<file path="config.mk">
export PLATFORM = sky130hd
export DESIGN_NAME = jk_bank_sequencer
export DESIGN_NICKNAME = d
export VERILOG_FILES = /design/src/rtl/jk_seq_pkg.sv /design/src/rtl/jk_cell.sv /design/src/rtl/jk_bank_sequencer.sv
export SDC_FILE = /design/constraint.sdc
export NUM_CORES = 1
export LEC_CHECK = 0
export ABC_AREA = 1
export BUFFER_PORTS_ARGS = -buffer_cell sky130_fd_sc_hd__buf_2
export CAP_MARGIN = 15
export CORE_ASPECT_RATIO = 1.1
export CORE_MARGIN = 3
export CORE_UTILIZATION = 35
export DETAILED_ROUTE_END_ITERATION = 10
export SLEW_MARGIN = 20
export SYNTH_ARGS = -nofsm -noshare
export SYNTH_HDL_FRONTEND = slang
export SYNTH_HIERARCHICAL = 1
export SYNTH_SLANG_ARGS = --single-unit
</file>
<file path="constraint.sdc">
create_clock -name clk -period 2.3 [get_ports clk]
set_input_delay 0.23 -clock clk [delete_from_list [all_inputs] [get_ports clk]]
set_output_delay 0.23 -clock clk [all_outputs]
set_load 0.01 [all_outputs]
</file>
<file path="src/rtl/jk_seq_pkg.sv">
// Shared op codes and FSM encoding for jk_bank_sequencer.
// The optional saturation feature is enabled by defining JK_SEQ_SATURATE_EN.
package jk_seq_pkg;

  localparam int OP_W = 3;

  localparam logic [OP_W-1:0] OP_HOLD   = 3'b000;
  localparam logic [OP_W-1:0] OP_SET    = 3'b001;
  localparam logic [OP_W-1:0] OP_CLEAR  = 3'b010;
  localparam logic [OP_W-1:0] OP_TOGGLE = 3'b011;
  localparam logic [OP_W-1:0] OP_UP     = 3'b100;
  localparam logic [OP_W-1:0] OP_DOWN   = 3'b101;

  typedef enum logic [1:0] {
    ST_IDLE = 2'b00,
    ST_RUN  = 2'b01,
    ST_DONE = 2'b10
  } state_e;

endpackage

</file>
<file path="src/rtl/jk_cell.sv">
// Single JK flip-flop with asynchronous active-high reset.
// JK truth table: 00 hold, 01 reset, 10 set, 11 toggle.
module jk_cell (
  input  logic clk,
  input  logic rst,
  input  logic j,
  input  logic k,
  output logic q
);

  logic q_q;
  logic q_d;

  // Next-state decode of the JK pair
  always_comb begin
    q_d = q_q;
    case ({j, k})
      2'b00:   q_d = q_q;
      2'b01:   q_d = 1'b0;
      2'b10:   q_d = 1'b1;
      2'b11:   q_d = ~q_q;
      default: q_d = q_q;
    endcase
  end

  // Cell state register
  always_ff @(posedge clk or posedge rst) begin
    if (rst) begin
      q_q <= 1'b0;
    end else begin
      q_q <= q_d;
    end
  end

  assign q = q_q;

endmodule

</file>
<file path="src/rtl/jk_bank_sequencer.sv">
// Command-driven sequencer for a bank of WIDTH JK cells (hold/set/clear/toggle/up/down).
// Define JK_SEQ_SATURATE_EN to make UP/DOWN saturate and report it on sat.
module jk_bank_sequencer
  import jk_seq_pkg::*;
#(
  parameter int WIDTH = 4,
  parameter int CNT_W = 8
) (
  input  logic             clk,
  input  logic             rst,
  input  logic             cmd_valid,
  output logic             cmd_ready,
  input  logic [OP_W-1:0]  cmd_op,
  input  logic [WIDTH-1:0] cmd_mask,
  input  logic [CNT_W-1:0] cmd_count,
  input  logic             cmd_abort,
  output logic [WIDTH-1:0] q,
  output logic             busy,
  output logic             done,
  output logic             sat
);

  localparam logic [CNT_W-1:0] CNT_ZERO = {CNT_W{1'b0}};
  localparam logic [CNT_W-1:0] CNT_ONE  = {{(CNT_W-1){1'b0}}, 1'b1};

  state_e           state_q, state_d;
  logic [OP_W-1:0]  op_q, op_d;
  logic [WIDTH-1:0] mask_q, mask_d;
  logic [CNT_W-1:0] rem_q, rem_d;
  logic             sat_q, sat_d;

  logic             run_en;
  logic             sat_hit;
  logic [WIDTH-1:0] up_t;
  logic [WIDTH-1:0] dn_t;
  logic [WIDTH-1:0] j_s;
  logic [WIDTH-1:0] k_s;

  // Counter toggle enables: bit i flips when all lower bits are 1 (up) or 0 (down)
  always_comb begin
    logic acc_up;
    logic acc_dn;
    acc_up = 1'b1;
    acc_dn = 1'b1;
    up_t   = {WIDTH{1'b0}};
    dn_t   = {WIDTH{1'b0}};
    for (int i = 0; i < WIDTH; i++) begin
      up_t[i] = acc_up;
      dn_t[i] = acc_dn;
      acc_up  = acc_up & q[i];
      acc_dn  = acc_dn & ~q[i];
    end
  end

  // Saturation detect: an UP at all-ones or a DOWN at zero is suppressed
  always_comb begin
    sat_hit = 1'b0;
`ifdef JK_SEQ_SATURATE_EN
    if ((op_q == OP_UP) && (&q)) begin
      sat_hit = 1'b1;
    end else if ((op_q == OP_DOWN) && (q == {WIDTH{1'b0}})) begin
      sat_hit = 1'b1;
    end else begin
      sat_hit = 1'b0;
    end
`else
    sat_hit = 1'b0;
`endif
  end

  // FSM next state and command/counter register updates
  always_comb begin
    state_d = state_q;
    op_d    = op_q;
    mask_d  = mask_q;
    rem_d   = rem_q;
    sat_d   = sat_q;
    run_en  = 1'b0;
    case (state_q)
      ST_IDLE: begin
        if (cmd_valid) begin
          op_d   = cmd_op;
          mask_d = cmd_mask;
          rem_d  = cmd_count;
          sat_d  = 1'b0;
          if (cmd_count != CNT_ZERO) begin
            state_d = ST_RUN;
          end else begin
            state_d = ST_DONE;
          end
        end else begin
          state_d = ST_IDLE;
        end
      end
      ST_RUN: begin
        // Abort wins over the pending update on the same edge
        if (cmd_abort) begin
          state_d = ST_DONE;
        end else begin
          run_en = 1'b1;
          if (sat_hit) begin
            sat_d = 1'b1;
          end else begin
            sat_d = sat_q;
          end
          if (rem_q == CNT_ONE) begin
            state_d = ST_DONE;
            rem_d   = CNT_ZERO;
          end else begin
            rem_d   = rem_q - CNT_ONE;
          end
        end
      end
      ST_DONE: begin
        state_d = ST_IDLE;
      end
      default: begin
        state_d = ST_IDLE;
      end
    endcase
  end

  // J/K decode, active only on a non-aborted RUN edge
  always_comb begin
    j_s = {WIDTH{1'b0}};
    k_s = {WIDTH{1'b0}};
    if (run_en && !sat_hit) begin
      case (op_q)
        OP_HOLD: begin
          j_s = {WIDTH{1'b0}};
          k_s = {WIDTH{1'b0}};
        end
        OP_SET: begin
          j_s = mask_q;
          k_s = {WIDTH{1'b0}};
        end
        OP_CLEAR: begin
          j_s = {WIDTH{1'b0}};
          k_s = mask_q;
        end
        OP_TOGGLE: begin
          j_s = mask_q;
          k_s = mask_q;
        end
        OP_UP: begin
          j_s = up_t;
          k_s = up_t;
        end
        OP_DOWN: begin
          j_s = dn_t;
          k_s = dn_t;
        end
        default: begin
          j_s = {WIDTH{1'b0}};
          k_s = {WIDTH{1'b0}};
        end
      endcase
    end else begin
      j_s = {WIDTH{1'b0}};
      k_s = {WIDTH{1'b0}};
    end
  end

  // Control and command registers
  always_ff @(posedge clk or posedge rst) begin
    if (rst) begin
      state_q <= ST_IDLE;
      op_q    <= OP_HOLD;
      mask_q  <= {WIDTH{1'b0}};
      rem_q   <= CNT_ZERO;
      sat_q   <= 1'b0;
    end else begin
      state_q <= state_d;
      op_q    <= op_d;
      mask_q  <= mask_d;
      rem_q   <= rem_d;
      sat_q   <= sat_d;
    end
  end

  for (genvar gi = 0; gi < WIDTH; gi++) begin : g_cell
    jk_cell u_cell (
      .clk (clk),
      .rst (rst),
      .j   (j_s[gi]),
      .k   (k_s[gi]),
      .q   (q[gi])
    );
  end

  assign cmd_ready = (state_q == ST_IDLE);
  assign busy      = (state_q == ST_RUN);
  assign done      = (state_q == ST_DONE);
  assign sat       = sat_q;

endmodule
</file>
; ---- After elaboration in Yosys (flattened, before gate mapping)
; Cells that the tools add are included.
[op_classes]
div_mod_pow = 0
reduce_logical = 11
muxes = 19
eq_ne = 23
magnitude_cmp = 0
bitwise_logic = 8
n_mul = 0
n_shift = 0
add_sub_neg = 1
[op_table]
columns = cell, count
row1 = $mux 8, 3
row2 = $pmux 4 s3, 2
row3 = $eq 2x2->1 const B, 9
row4 = $pmux 8 s2, 1
row5 = $pmux 1 s3, 4
row6 = $eq 2x1->1 const B, 5
row7 = $logic_not 2->1, 5
row8 = $eq 8x1->1 const B, 1
row9 = $mux 2, 4
row10 = $mux 4, 2
row11 = $reduce_bool 8->1, 1
row12 = $sub 8x1->8 const B, 1
row13 = $eq 3x2->1 const B, 2
row14 = $eq 3x3->1 const B, 2
row15 = $and 1x1->1, 4
row16 = $ne 2x2->1 const B, 2
row17 = $not 1->1, 4
row18 = $pmux 2 s2, 1
row19 = $reduce_or 2->1, 2
row20 = $eq 3x1->1 const B, 1
row21 = $ne 3x2->1 const B, 1
row22 = $reduce_and 3->1, 1
row23 = $mux 1, 2
row24 = $reduce_and 2->1, 1
row25 = $reduce_bool 2->1, 1
[word_totals]
ramBits = 0
out_inout_bits = 8
latchBits = 0
mem_count = 0
romBits = 0
inputBits = 19
wordCells = 70
regBits = 21

; ---- Longest topological paths before layout
; Gate-level depths: netlist of run 1.
[logic_depth]
word_depth = 7
depth_mapped = 10
ltp_nobuf = 10

; ---- Modules after synthesis
; The synthesis of run 1 kept the hierarchy.
[by_module_without_submodules]
columns = module, area_each_um2, cells_each, n_inst
row1 = jk_bank_sequencer, 1213.7, 170, 1
row2 = jk_cell, 47.5, 7, 4

; ---- Worst setup path after synthesis of run 1
; Ideal clock, no wire load.
[synth_timing]
path_type = reg-to-reg
from = register state_q[1]
to = register g_cell[2].u_cell.q_q
setup_time_ps = 116
stages_incl_launch_ff = 11
period_less_slack_ps = 1240
path_slack_ps = 1060
arrival_ps = 1123
n_path_buf = 0
cell_sequence = dfrtp_1 > inv_1 > nand2_4 > nor2_8 > inv_2 > nor2_2 > nand2_1 > inv_1 > inv_1 > nand2_1 > nand2_1
[synth_via]
elab_chain_len = 5
[synth_rtl]
columns = element, line
row1 = from (decl), jk_bank_sequencer.sv:26  ; state_e state_q, state_d;
row2 = from (signal assigned), jk_bank_sequencer.sv:173  ; state_q <= state_d;
row3 = $eq 2x1->1 (*), jk_bank_sequencer.sv:79  ; case (state_q)
row4 = $mux 1 (*), jk_bank_sequencer.sv:79
row5 = $mux 4 (*), jk_bank_sequencer.sv:127  ; if (run_en && !sat_hit) begin
row6 = net k_s[2], jk_bank_sequencer.sv:37  ; logic [WIDTH-1:0] k_s;
row7 = $eq 2x2->1 / $eq 2x1->1 (equally long branches), jk_cell.sv:17  ; case ({j, k})
row8 = $pmux 1 s3, jk_cell.sv:17
row9 = to (signal assigned), jk_cell.sv:31  ; q_q <= q_d;
row10 = to (decl), jk_cell.sv:11  ; logic q_q;
; The timed path passes the listed nets; every way through them passes the cells marked *.
; A chain may end at the register's enable or synchronous reset.

; ---- Worst setup path in the final report of run 1
[layout_timing]
from = register state_q[1]
to = output port busy
[layout_via]
elab_chain_len = 1
[layout_rtl]
columns = element, line
row1 = $eq 2x1->1, jk_bank_sequencer.sv:192  ; assign busy = (state_q == ST_RUN);
row2 = to (decl), jk_bank_sequencer.sv:18  ; output logic busy,
; Every way passes these cells.

==> results.sh, run 1 <==
export IMPL_worst_ep_required_time_ns=2.07
export IMPL_die_y_um=72.4
export IMPL_post_synthesis_area_per_instance_um2=7.09
export IMPL_post_synth_top_area_cell="sky130_fd_sc_hd__dfrtp_1"
export IMPL_worst_r2r_endpoint="g_cell[2].u_cell/q$_DFFE_PP0P_"
export IMPL_core_rowCount=23
export IMPL_layout_cells_most_common="sky130_fd_sc_hd__nand2_1"
export IMPL_post_synth_inst_count=198
export IMPL_num_vias=1253
export IMPL_detail_route_drc_violations=0
export IMPL_syn_area_um2=1400
export IMPL_syn_to_final_growth_pct=16.3
export IMPL_fp_dieW_um=66.4
export IMPL_tritoncts="built"
export IMPL_totalWireLength_um=2900
export IMPL_full_die_area_um2=4810
export IMPL_postLayoutCellArea_um2=1630
export IMPL_synthFlopType="sky130_fd_sc_hd__dfrtp_1"
export IMPL_setup_tns_final_ns=0
export IMPL_criticalPathCategory="reg -> out"
export IMPL_grt_setup_unrepaired="no"
export IMPL_clock_sinks=21
export IMPL_gr_total_overflow=0
export IMPL_worst_hold_path_num_cells=3
export IMPL_timing_max_cap_violations=0
export IMPL_cts_htree_levels=1
export IMPL_floorplan_initialDensity_pct=37.5
export IMPL_antenna_found_initial=0
export IMPL_netlist_cell_type_count=27
export IMPL_finClkSkew_ns=0.00669
export IMPL_critical_path_startpoint_type="flip-flop"
export IMPL_grtUsageTotal_pct=13.9
export IMPL_hold_end="mask_q[3]$_DFFE_PP0P_"
export IMPL_viasPerCell=4.54
export IMPL_drv_slew=0
export IMPL_ctsRootBufferMaster="sky130_fd_sc_hd__clkbuf_8"
export IMPL_replace_congestion=0.786
export IMPL_total_cts_buffers=3
export IMPL_final_hold_violation_count=0
export IMPL_timing_fmax_ghz=0.693
export IMPL_io_pins=27
export IMPL_wire_per_inst_um=10.5
export IMPL_port_buffers=25
export IMPL_drtIter0Drc=52
export IMPL_largest_net_degree_at_the_start_of_global_routing=18
export IMPL_crit_reg2reg_launch="state_q[1]$_DFFE_PP0P_"
export IMPL_clockBufferDepth=2
export IMPL_use_met2_pct=21.2
export IMPL_peak_fanout_along_the_critical_path=10
export IMPL_ys_async_sr_fraction_pct=100
export IMPL_critical_path_arrival_ns=1.21
export IMPL_use_met1_pct=19.8
export IMPL_synth_warnings=6
export IMPL_synth_enable_flop_cells=0
export IMPL_multi_input_comb_area_um2=721
export IMPL_number_of_storage_elements_in_the_synthesis_netlist=21
export IMPL_power_density_over_cell_area_nw_per_um2=1250
export IMPL_clock_insertion_delay_worst_skew_ns=0.26
export IMPL_drt_pre_antenna_iters=4
export IMPL_synth_top_cells_by_area="sky130_fd_sc_hd__dfrtp_1 (37%), sky130_fd_sc_hd__nand2_1 (15%), sky130_fd_sc_hd__inv_1 (8.8%), sky130_fd_sc_hd__a21oi_1 (5.7%), sky130_fd_sc_hd__nor2_1 (5.6%)"
export IMPL_status="finished clean"
export IMPL_synthDominantCellAreaShare_pct=37.4
export IMPL_grt_util_met3_pct=2.01
export IMPL_detailed_place_hpwl_um=2260
export IMPL_total_power_mw=2.04
export IMPL_worstHoldStart="cmd_mask[3]"
export IMPL_r2r_worst_path_cells=10
export IMPL_worst_setup_path_startpoint="state_q[1]$_DFFE_PP0P_"
export IMPL_leading_cell_types_in_the_layout_fill_and_taps_excluded="sky130_fd_sc_hd__nand2_1 (56), sky130_fd_sc_hd__inv_1 (33), sky130_fd_sc_hd__buf_2 (25)"
export IMPL_ir_worst_vdd_mv=0.556
export IMPL_critPathCaptureType="output pin"
export IMPL_hold_path_class="in -> reg"
export IMPL_num_nets_final=250
export IMPL_ys_seq_area_share_pct=37.4
export IMPL_synthesis_nets=221
export IMPL_num_antenna_cells=0
export IMPL_floorplan_core_area_um2=3740
export IMPL_post_detailed_placement_cell_area_um2=1580
export IMPL_cts_clk_slew_worst_paths_ns=0.09
export IMPL_setup_violations_final=0
export IMPL_antenna_left=0
export IMPL_timing_final_crit_share_pct=62.7
export IMPL_final_fill_count=412
export IMPL_vias_in_the_first_global_route=1181
export IMPL_sequential_cell_area_um2=526
export IMPL_reg2reg_setup_slack_ns=0.90
export IMPL_drive_gt1_share_pct=18.6
export IMPL_max_slew_margin_rel_pct=55.3
export IMPL_leakage_nw=0.867
export IMPL_gr_busiest_metal="met2"
export IMPL_grt_first_pass_wirelength_um=5220
export IMPL_worst_slew_pin_slew_ns=0.670
export IMPL_final_min_clock_period_ns=1.44
timing repair:
item,4_1_cts,5_1_grt
setup endpoints to repair,0,0
gates resized for setup,0,0
endpoints found under the hold margin,4,0
hold buffers,1,0
setup buffers,0,0
power breakdown:
part | switching [mW] | leakage (nW) | total (mW) | internal (mW)
sequential | 0.178 | 0.254 | 0.729 | 0.552
clock | 0.131 | 0.0255 | 0.252 | 0.121
combinational | 0.663 | 0.587 | 1.06 | 0.396
total | 0.972 | 0.867 | 2.04 | 1.07
synth_stat cells, types with 2 or more instances:
| cell type | count |
|---|---|
| sky130_fd_sc_hd__a21oi_1 | 16 |
| sky130_fd_sc_hd__nand4_1 | 2 |
| sky130_fd_sc_hd__xnor2_1 | 2 |
| sky130_fd_sc_hd__nor2_2 | 3 |
| sky130_fd_sc_hd__dfrtp_1 | 21 |
| sky130_fd_sc_hd__nand3_1 | 9 |
| sky130_fd_sc_hd__ha_1 | 4 |
| sky130_fd_sc_hd__nor2_1 | 21 |
| sky130_fd_sc_hd__nand2_1 | 56 |
| sky130_fd_sc_hd__o21ai_0 | 9 |
| sky130_fd_sc_hd__inv_1 | 33 |
| sky130_fd_sc_hd__nor3_1 | 2 |
| sky130_fd_sc_hd__buf_4 | 2 |
| sky130_fd_sc_hd__nor2_4 | 2 |
| sky130_fd_sc_hd__o211ai_1 | 2 |
| sky130_fd_sc_hd__nand2_4 | 2 |
| sky130_fd_sc_hd__nor2_8 | 2 |
worst max-delay path by stage:
stage,depth (start not counted),slack [ns],endpoint
6_report,4,0.86,busy
5_1_grt,9,0.77,g_cell[1].u_cell/q$_DFFE_PP0P_
4_1_cts,4,0.86,busy
3_5_place_dp,10,0.94,g_cell[2].u_cell/q$_DFFE_PP0P_
3_3_place_gp,10,0.91,g_cell[2].u_cell/q$_DFFE_PP0P_
2_1_floorplan,10,1.06,g_cell[2].u_cell/q$_DFFE_PP0P_
sequential cells by signal, summed over array words and instances, names as in the netlist:
register and flops:
g_cell.u_cell/q 4, mask_q 4, op_q 3, rem_q 8, state_q 2
cells by family (layout without fill, tap and decap cells):
group	Yosys count	after routing	share of synthesized area, %
simple gates	100	100	33.3
xor+xnor	3	3	1.87
other cells	1	1	0.267
flops	21	21	37.4
compound gates	31	31	12.3
fa+ha+maj	4	4	3.57
buf+inv	38	66	11.2
metrics by stage:
| stage | setup WS (ns) | hold slack [ns] | utilization (%) | std cells |
|---|---|---|---|---|
| after floorplan | 1.06 | -0.0413 | - | 198 |
| after global placement | 0.913 | 0.112 | 42.1 | 271 |
| after detailed placement | 0.940 | 0.111 | 42.1 | 271 |
| after CTS | 0.857 | 0.154 | 43.6 | 276 |
| after global routing | 0.770 | 0.161 | 43.6 | 276 |
| final | 0.858 | 0.150 | 43.6 | 276 |
critical path: stages, from the launching register on:
cell	delay, ns
sky130_fd_sc_hd__dfrtp_1	0.40
sky130_fd_sc_hd__inv_1	0.13
sky130_fd_sc_hd__nand2_4	0.14
sky130_fd_sc_hd__inv_1	0.13
sky130_fd_sc_hd__buf_2	0.14
area by class of cell:
type / instances / share of cell area [%]
Timing Repair Buffer: 26 / 8.28
Tap cell: 50 / 3.83
Multi-Input combinational cell: 139 / 44.1
Sequential cell: 21 / 32.2
Clock buffer: 3 / 2.53
Clock inverter: 1 / 0.307
Inverter: 36 / 8.74
routing by layer:
metal | vias up | routed length (µm)
met5 | - | 0
met4 | 0 | 46
met3 | 4 | 138
met2 | 27 | 1260
met1 | 553 | 1450
li1 | 669 | -
Note: power is estimated with default switching activity, not from simulation.
==> run 2, diff against run 1 <==
Settings changed: ABC_AREA 1 to 0.
Clock period 2.3 ns to 1.2 ns, I/O delays scaled along.
==> run 2 against run 1 <==
Net effect: the flow now finishes with violations (negative setup slack); combinational power grew to 3.4 times the previous value; via count is 6.6% higher; utilization is 17 points higher; synthesized cell count is 25% lower; hold slack worse by 0.14 ns.
==> results.sh, run 2 <==
export IMPL_status="finished with violations"
export IMPL_failed_checks="negative setup slack"
export IMPL_timing_fmax_ghz=0.610
export IMPL_clock_sinks=21
export IMPL_regMostFlops="rem_q"
export IMPL_grt_first_pass_wirelength_um=6090
export IMPL_cts_htree_levels=1
export IMPL_clock_insertion_delay_worst_skew_ns=0.30
export IMPL_port_buffers=25
export IMPL_synth_top_cells_by_area="sky130_fd_sc_hd__dfrtp_1 (41%), sky130_fd_sc_hd__o21ai_0 (6.3%), sky130_fd_sc_hd__nor2_1 (5.6%), sky130_fd_sc_hd__a21oi_1 (5.5%), sky130_fd_sc_hd__mux2_2 (4.4%)"
export IMPL_clockBufferDepth=2
export IMPL_antenna_left=0
export IMPL_largest_register_ffs=8
export IMPL_grt_setup_unrepaired="yes"
export IMPL_ir_worst_vdd_mv=1.30
export IMPL_wire_per_inst_um=13.2
export IMPL_num_nets_final=243
export IMPL_syn_to_final_growth_pct=61.2
export IMPL_num_antenna_cells=0
export IMPL_vias_in_the_first_global_route=1388
export IMPL_grtUsageTotal_pct=17.0
export IMPL_synth_enable_flop_cells=0
export IMPL_criticalPathCategory="reg -> reg"
export IMPL_drt_pre_antenna_iters=4
export IMPL_cts_clk_slew_worst_paths_ns=0.12
export IMPL_tritoncts="built"
export IMPL_full_die_area_um2=4420
export IMPL_worst_ep_required_time_ns=1.39
export IMPL_gr_total_overflow=0
export IMPL_drive_gt1_share_pct=51.6
export IMPL_layout_cells_most_common="sky130_fd_sc_hd__buf_4"
export IMPL_detail_route_drc_violations=0
export IMPL_synthFlopType="sky130_fd_sc_hd__dfrtp_1"
export IMPL_totalWireLength_um=3530
export IMPL_ys_seq_area_share_pct=41.1
export IMPL_post_synth_top_area_cell="sky130_fd_sc_hd__dfrtp_1"
export IMPL_critPathCaptureType="flip-flop"
export IMPL_leakage_nw=0.939
export IMPL_num_vias=1336
export IMPL_finClkSkew_ns=0.00898
export IMPL_power_density_over_cell_area_nw_per_um2=2590
export IMPL_synthesis_nets=172
export IMPL_final_fill_count=321
export IMPL_floorplan_initialDensity_pct=37.5
export IMPL_number_of_storage_elements_in_the_synthesis_netlist=21
export IMPL_timing_max_cap_violations=0
export IMPL_final_min_clock_period_ns=1.64
export IMPL_detailed_place_hpwl_um=2630
export IMPL_post_synth_top_count_cell="sky130_fd_sc_hd__dfrtp_1"
export IMPL_io_pins=27
export IMPL_post_synthesis_area_per_instance_um2=8.58
export IMPL_drv_slew=0
export IMPL_timing_final_crit_share_pct=137
export IMPL_viasPerCell=5.00
export IMPL_critical_path_startpoint_type="flip-flop"
export IMPL_setup_violations_final=22
export IMPL_antenna_found_initial=0
export IMPL_core_rowCount=22
export IMPL_largest_net_degree_at_the_start_of_global_routing=18
export IMPL_synth_warnings=6
export IMPL_synth_top_cells_by_count="sky130_fd_sc_hd__dfrtp_1 (21), sky130_fd_sc_hd__nor2_1 (19), sky130_fd_sc_hd__o21ai_0 (16)"
export IMPL_post_synth_inst_count=149
export IMPL_ys_async_sr_fraction_pct=100
export IMPL_drtIter0Drc=43
export IMPL_leading_cell_types_in_the_layout_fill_and_taps_excluded="sky130_fd_sc_hd__buf_4 (36), sky130_fd_sc_hd__buf_2 (23), sky130_fd_sc_hd__dfrtp_1 (19)"
export IMPL_fp_dieW_um=63.6
export IMPL_floorplan_core_area_um2=3410
export IMPL_post_place_ws_ns=-0.437
export IMPL_replace_congestion=0.828
export IMPL_netlist_cell_type_count=32
export IMPL_critical_path_arrival_ns=1.83
export IMPL_peak_fanout_along_the_critical_path=4
export IMPL_die_y_um=69.4
export IMPL_postLayoutSetupSlackWorst_ns=-0.439
export IMPL_syn_area_um2=1280
export IMPL_total_power_mw=5.35
export IMPL_ctsRootBufferMaster="sky130_fd_sc_hd__clkbuf_4"
export IMPL_final_hold_violation_count=0
export IMPL_hold_path_class="in -> reg"
export IMPL_total_cts_buffers=3
export IMPL_synthDominantCellAreaShare_pct=41.1
run 2: final timing paths:
path	startpoint	to	slack [ns]	cells after the start
worst max-delay path	rem_q[5]$_DFFE_PP0P_	rem_q[0]$_DFFE_PP0P_	-0.44	5
worst min-delay path	cmd_op[1]	op_q[1]$_DFFE_PP0P_	0.01	3
worst max register to register	rem_q[5]$_DFFE_PP0P_	rem_q[0]$_DFFE_PP0P_	-0.44	5
worst min register to register	g_cell[3].u_cell/q$_DFFE_PP0P_	g_cell[3].u_cell/q$_DFFE_PP0P_	0.47	1
max in group asynchronous	rst	rem_q[0]$_DFFE_PP0P_	0.57	4
min in group asynchronous	rst	g_cell[1].u_cell/q$_DFFE_PP0P_	0.22	3
run 2: kinds of logic (layout without fill, tap and decap cells):
logic type	after synthesis	count (layout)	synth area share (%)
AND/OR/NAND/NOR	56	56	22.0
flip-flops	21	21	41.1
buffers and inverters	15	85	4.70
other	1	1	0.293
XOR/XNOR	1	1	0.685
AO/OA/AOI/OAI	46	46	22.9
adder cells (fa/ha/maj)	4	4	3.91
multiplexers	5	5	4.40
run 2: power breakdown:
part	switching [mW]	internal [mW]	total, mW
combinational	1.54	2.03	3.57
clock	0.207	0.129	0.336
sequential	0.374	1.06	1.44
total	2.12	3.22	5.35
run 2: layout make-up:
| cell class | count | area [µm²] | share of cell area [%] |
|---|---|---|---|
| Tap cell | 48 | 60.1 | 2.91 |
| Sequential cell | 21 | 528 | 25.6 |
| Timing Repair Buffer | 71 | 528 | 25.6 |
| Inverter | 10 | 42.5 | 2.06 |
| Clock buffer | 4 | 26.3 | 1.28 |
| Multi-Input combinational cell | 113 | 876 | 42.5 |
run 2: layer usage:
metal / wire [µm] / global-route usage (%)
met3: 103 / 2.76
met4: 99 / 6.71
met2: 2010 / 32.5
met1: 1320 / 18.1
met5: 0 / 0
run 2: what timing repair did:
item | CTS | global route
setup endpoints to repair | 24 | 23
gates cloned | 2 | 0
hold endpoints to repair | 21 | 0
resized for setup | 33 | 16
setup buffers | 2 | 4
hold buffers | 1 | 0
pin swaps | 6 | 8
run 2: critical path, cell delays in order, from the launching register on:
cell                        delay, ns
sky130_fd_sc_hd__dfrtp_1         0.40
sky130_fd_sc_hd__or3_4           0.40
sky130_fd_sc_hd__o41ai_4         0.26
sky130_fd_sc_hd__buf_2           0.22
sky130_fd_sc_hd__a2bb2oi_1       0.18
sky130_fd_sc_hd__o21ai_1         0.07
run 2: through the flow:
stage               utilization, %  setup TNS [ns]  hold slack, ns  instance area (µm²)  cells
floorplan                        -           -4.08          -0.151                 1370    149
global placement              52.7           -4.58       -0.000160                 1800    255
detailed placement            52.7           -5.21        0.000871                 1800    255
CTS                           58.5           -5.33         0.00658                 2000    264
global route                  60.4           -6.40         0.00488                 2060    267
finish                        60.4           -5.06          0.0145                 2060    267
==> run 3, diff against run 2 <==
Settings changed: CORE_UTILIZATION 35 to 48, PLACE_DENSITY from default to 0.71.
Clock period 1.2 ns to 1.4 ns, I/O delays scaled along.
==> run 3 against run 2 <==
Net effect: the run still ends with negative setup slack left; global-route usage rose by 3.7 points; sequential share of layout area increased by 3.4 points; wire length shrank 8.4%; clock-buffer cell count stayed put; die area decreased by 25%; flip-flop and latch count unchanged; cell count decreased by 12%; critical path depth decreased by 2; first-iteration DRC count decreased by 19%; clock power decreased by 14%; maximum frequency rose by 1.8%; non-clock buffer count is 16 lower.
==> results.sh, run 3 (same netlist as run 2, synthesis figures left out) <==
export IMPL_total_cts_buffers=3
export IMPL_power_density_over_cell_area_nw_per_um2=2250
export IMPL_critical_path_cell_chain="or4_4 > o41ai_1 > a22o_1"
export IMPL_clockBufferDepth=2
export IMPL_critPathCaptureType="flip-flop"
export IMPL_total_power_mw=4.11
export IMPL_crit_reg2reg_launch="rem_q[3]$_DFFE_PP0P_"
export IMPL_regMostFlops="rem_q"
export IMPL_io_pins=27
export IMPL_num_antenna_cells=0
export IMPL_num_vias=1289
export IMPL_gr_busiest_metal="met2"
export IMPL_r2r_worst_path_cells=3
export IMPL_largest_net_degree_at_the_start_of_global_routing=16
export IMPL_hold_end="op_q[1]$_DFFE_PP0P_"
export IMPL_cts_htree_levels=1
export IMPL_setup_tns_final_ns=-1.20
export IMPL_drtIter0Drc=35
export IMPL_timing_max_cap_violations=0
export IMPL_layout_cells_most_common="sky130_fd_sc_hd__buf_2"
export IMPL_gr_total_overflow=0
export IMPL_hold_path_class="in -> reg"
export IMPL_final_fill_count=196
export IMPL_postLayoutSetupSlackWorst_ns=-0.210
export IMPL_viasPerCell=5.51
export IMPL_grt_first_pass_wirelength_um=5550
export IMPL_status="finished with violations"
export IMPL_full_die_area_um2=3320
export IMPL_floorplan_initialDensity_pct=50.7
export IMPL_clock_sinks=21
export IMPL_antenna_left=0
export IMPL_vias_in_the_first_global_route=1345
export IMPL_drt_pre_antenna_iters=6
export IMPL_drv_slew=0
export IMPL_port_buffers=25
export IMPL_timing_fmax_ghz=0.621
export IMPL_cts_clk_slew_worst_paths_ns=0.11
export IMPL_utilization_after_layout_pct=72.5
export IMPL_clock_insertion_delay_worst_skew_ns=0.29
export IMPL_drive_gt1_share_pct=45.8
export IMPL_leading_cell_types_in_the_layout_fill_and_taps_excluded="sky130_fd_sc_hd__buf_2 (25), sky130_fd_sc_hd__buf_4 (24), sky130_fd_sc_hd__dfrtp_1 (17)"
export IMPL_floorplan_core_area_um2=2520
export IMPL_antenna_found_initial=0
export IMPL_ctsRootBufferMaster="sky130_fd_sc_hd__clkbuf_4"
export IMPL_finClkSkew_ns=0.00129
export IMPL_reg2reg_setup_slack_ns=-0.21
export IMPL_use_met2_pct=39.7
export IMPL_grt_setup_unrepaired="yes"
export IMPL_replace_congestion=0.926
export IMPL_largest_register_ffs=8
export IMPL_final_hold_violation_count=0
export IMPL_final_cell_count_no_fill=234
export IMPL_final_min_clock_period_ns=1.61
export IMPL_peak_fanout_along_the_critical_path=4
export IMPL_detailed_place_hpwl_um=2420
export IMPL_timing_final_crit_share_pct=115
export IMPL_num_nets_final=227
export IMPL_post_detailed_placement_cell_area_um2=1640
export IMPL_use_met1_pct=22.6
export IMPL_die_y_um=60.1
export IMPL_core_rowCount=19
export IMPL_worst_r2r_endpoint="rem_q[5]$_DFFE_PP0P_"
export IMPL_tritoncts="built"
export IMPL_setup_violations_final=9
export IMPL_totalWireLength_um=3230
export IMPL_grtUsageTotal_pct=20.7
export IMPL_detail_route_drc_violations=0
export IMPL_failed_checks="negative setup slack"
export IMPL_critical_path_max_stage_delay_ns=0.59
export IMPL_leakage_nw=0.821
export IMPL_worst_hold_slack_ns=0.0532
export IMPL_worst_ep_required_time_ns=1.64
export IMPL_fp_dieW_um=55.2
export IMPL_critical_path_startpoint_type="flip-flop"
export IMPL_grt_util_met3_pct=2.81
export IMPL_worst_hold_path_num_cells=3
export IMPL_criticalPathCategory="reg -> reg"
export IMPL_critical_path_arrival_ns=1.85
export IMPL_worstHoldStart="cmd_op[1]"
export IMPL_wire_per_inst_um=13.8
export IMPL_dp_cells=226
export IMPL_sequential_cell_area_um2=531
export IMPL_postLayoutCellArea_um2=1830
export IMPL_multi_input_comb_area_um2=821
export IMPL_ir_worst_vdd_mv=1.61
export IMPL_syn_to_final_growth_pct=43.0
export IMPL_critical_path_slowest_cell="sky130_fd_sc_hd__or4_4"
export IMPL_post_place_ws_ns=-0.226
[run 3: cell count changes in the layout (fill, tap and decap cells not counted), moves of 2 or more]
| cell | before | now |
|---|---|---|
| sky130_fd_sc_hd__buf_4 | 36 | 24 |
| sky130_fd_sc_hd__buf_6 | 10 | 5 |
| sky130_fd_sc_hd__mux2_2 | 0 | 5 |
| sky130_fd_sc_hd__mux2_4 | 5 | 0 |
| sky130_fd_sc_hd__buf_2 | 23 | 25 |
| sky130_fd_sc_hd__dfrtp_1 | 19 | 17 |
| sky130_fd_sc_hd__dfrtp_2 | 2 | 4 |
| sky130_fd_sc_hd__ha_1 | 0 | 2 |
| sky130_fd_sc_hd__nor2b_1 | 1 | 3 |
[run 3: how the worst max path moves through the flow]
stage | slack [ns] | depth (start not counted) | end | start
final | -0.21 | 3 | rem_q[5]$_DFFE_PP0P_ | rem_q[3]$_DFFE_PP0P_
after global routing | -0.26 | 5 | rem_q[5]$_DFFE_PP0P_ | rem_q[5]$_DFFE_PP0P_
after CTS | -0.21 | 5 | rem_q[5]$_DFFE_PP0P_ | rem_q[5]$_DFFE_PP0P_
after detailed placement | -0.23 | 7 | rem_q[5]$_DFFE_PP0P_ | rem_q[1]$_DFFE_PP0P_
after global placement | -0.18 | 7 | rem_q[5]$_DFFE_PP0P_ | rem_q[1]$_DFFE_PP0P_
after floorplan | -0.21 | 4 | rem_q[5]$_DFFE_PP0P_ | rem_q[5]$_DFFE_PP0P_
[run 3: layout make-up]
type                    count  share of cell area, %
well taps                  31                   2.12
inverters                  10                   2.19
repair buffers             55                   20.3
clock buffers               4                   1.44
flip-flops and latches     21                   29.0
multi-input cells         113                   44.9
[run 3: what timing repair did]
item	4_1_cts	5_1_grt
hold buffers	1	0
resized for setup	23	20
endpoints found under the setup margin	19	20
hold endpoints to repair	21	0
pin swaps	6	9
buffers inserted	5	1
[run 3: per-layer routing]
layer	share of wire [%]	up-vias
li1	-	630
met1	40	605
met2	53	45
met3	4.6	9
met4	2.2	0
met5	0	-
[run 3: critical path, delay by kind of cell (launching register included)]
kind | cells | cell delay [ns]
compound gates | 2 | 0.54
simple gates | 1 | 0.59
flops | 1 | 0.43
[run 3: report_power, final]
group | switching [mW] | internal (mW)
combinational | 1.20 | 1.37
clock | 0.177 | 0.111
sequential | 0.338 | 0.917
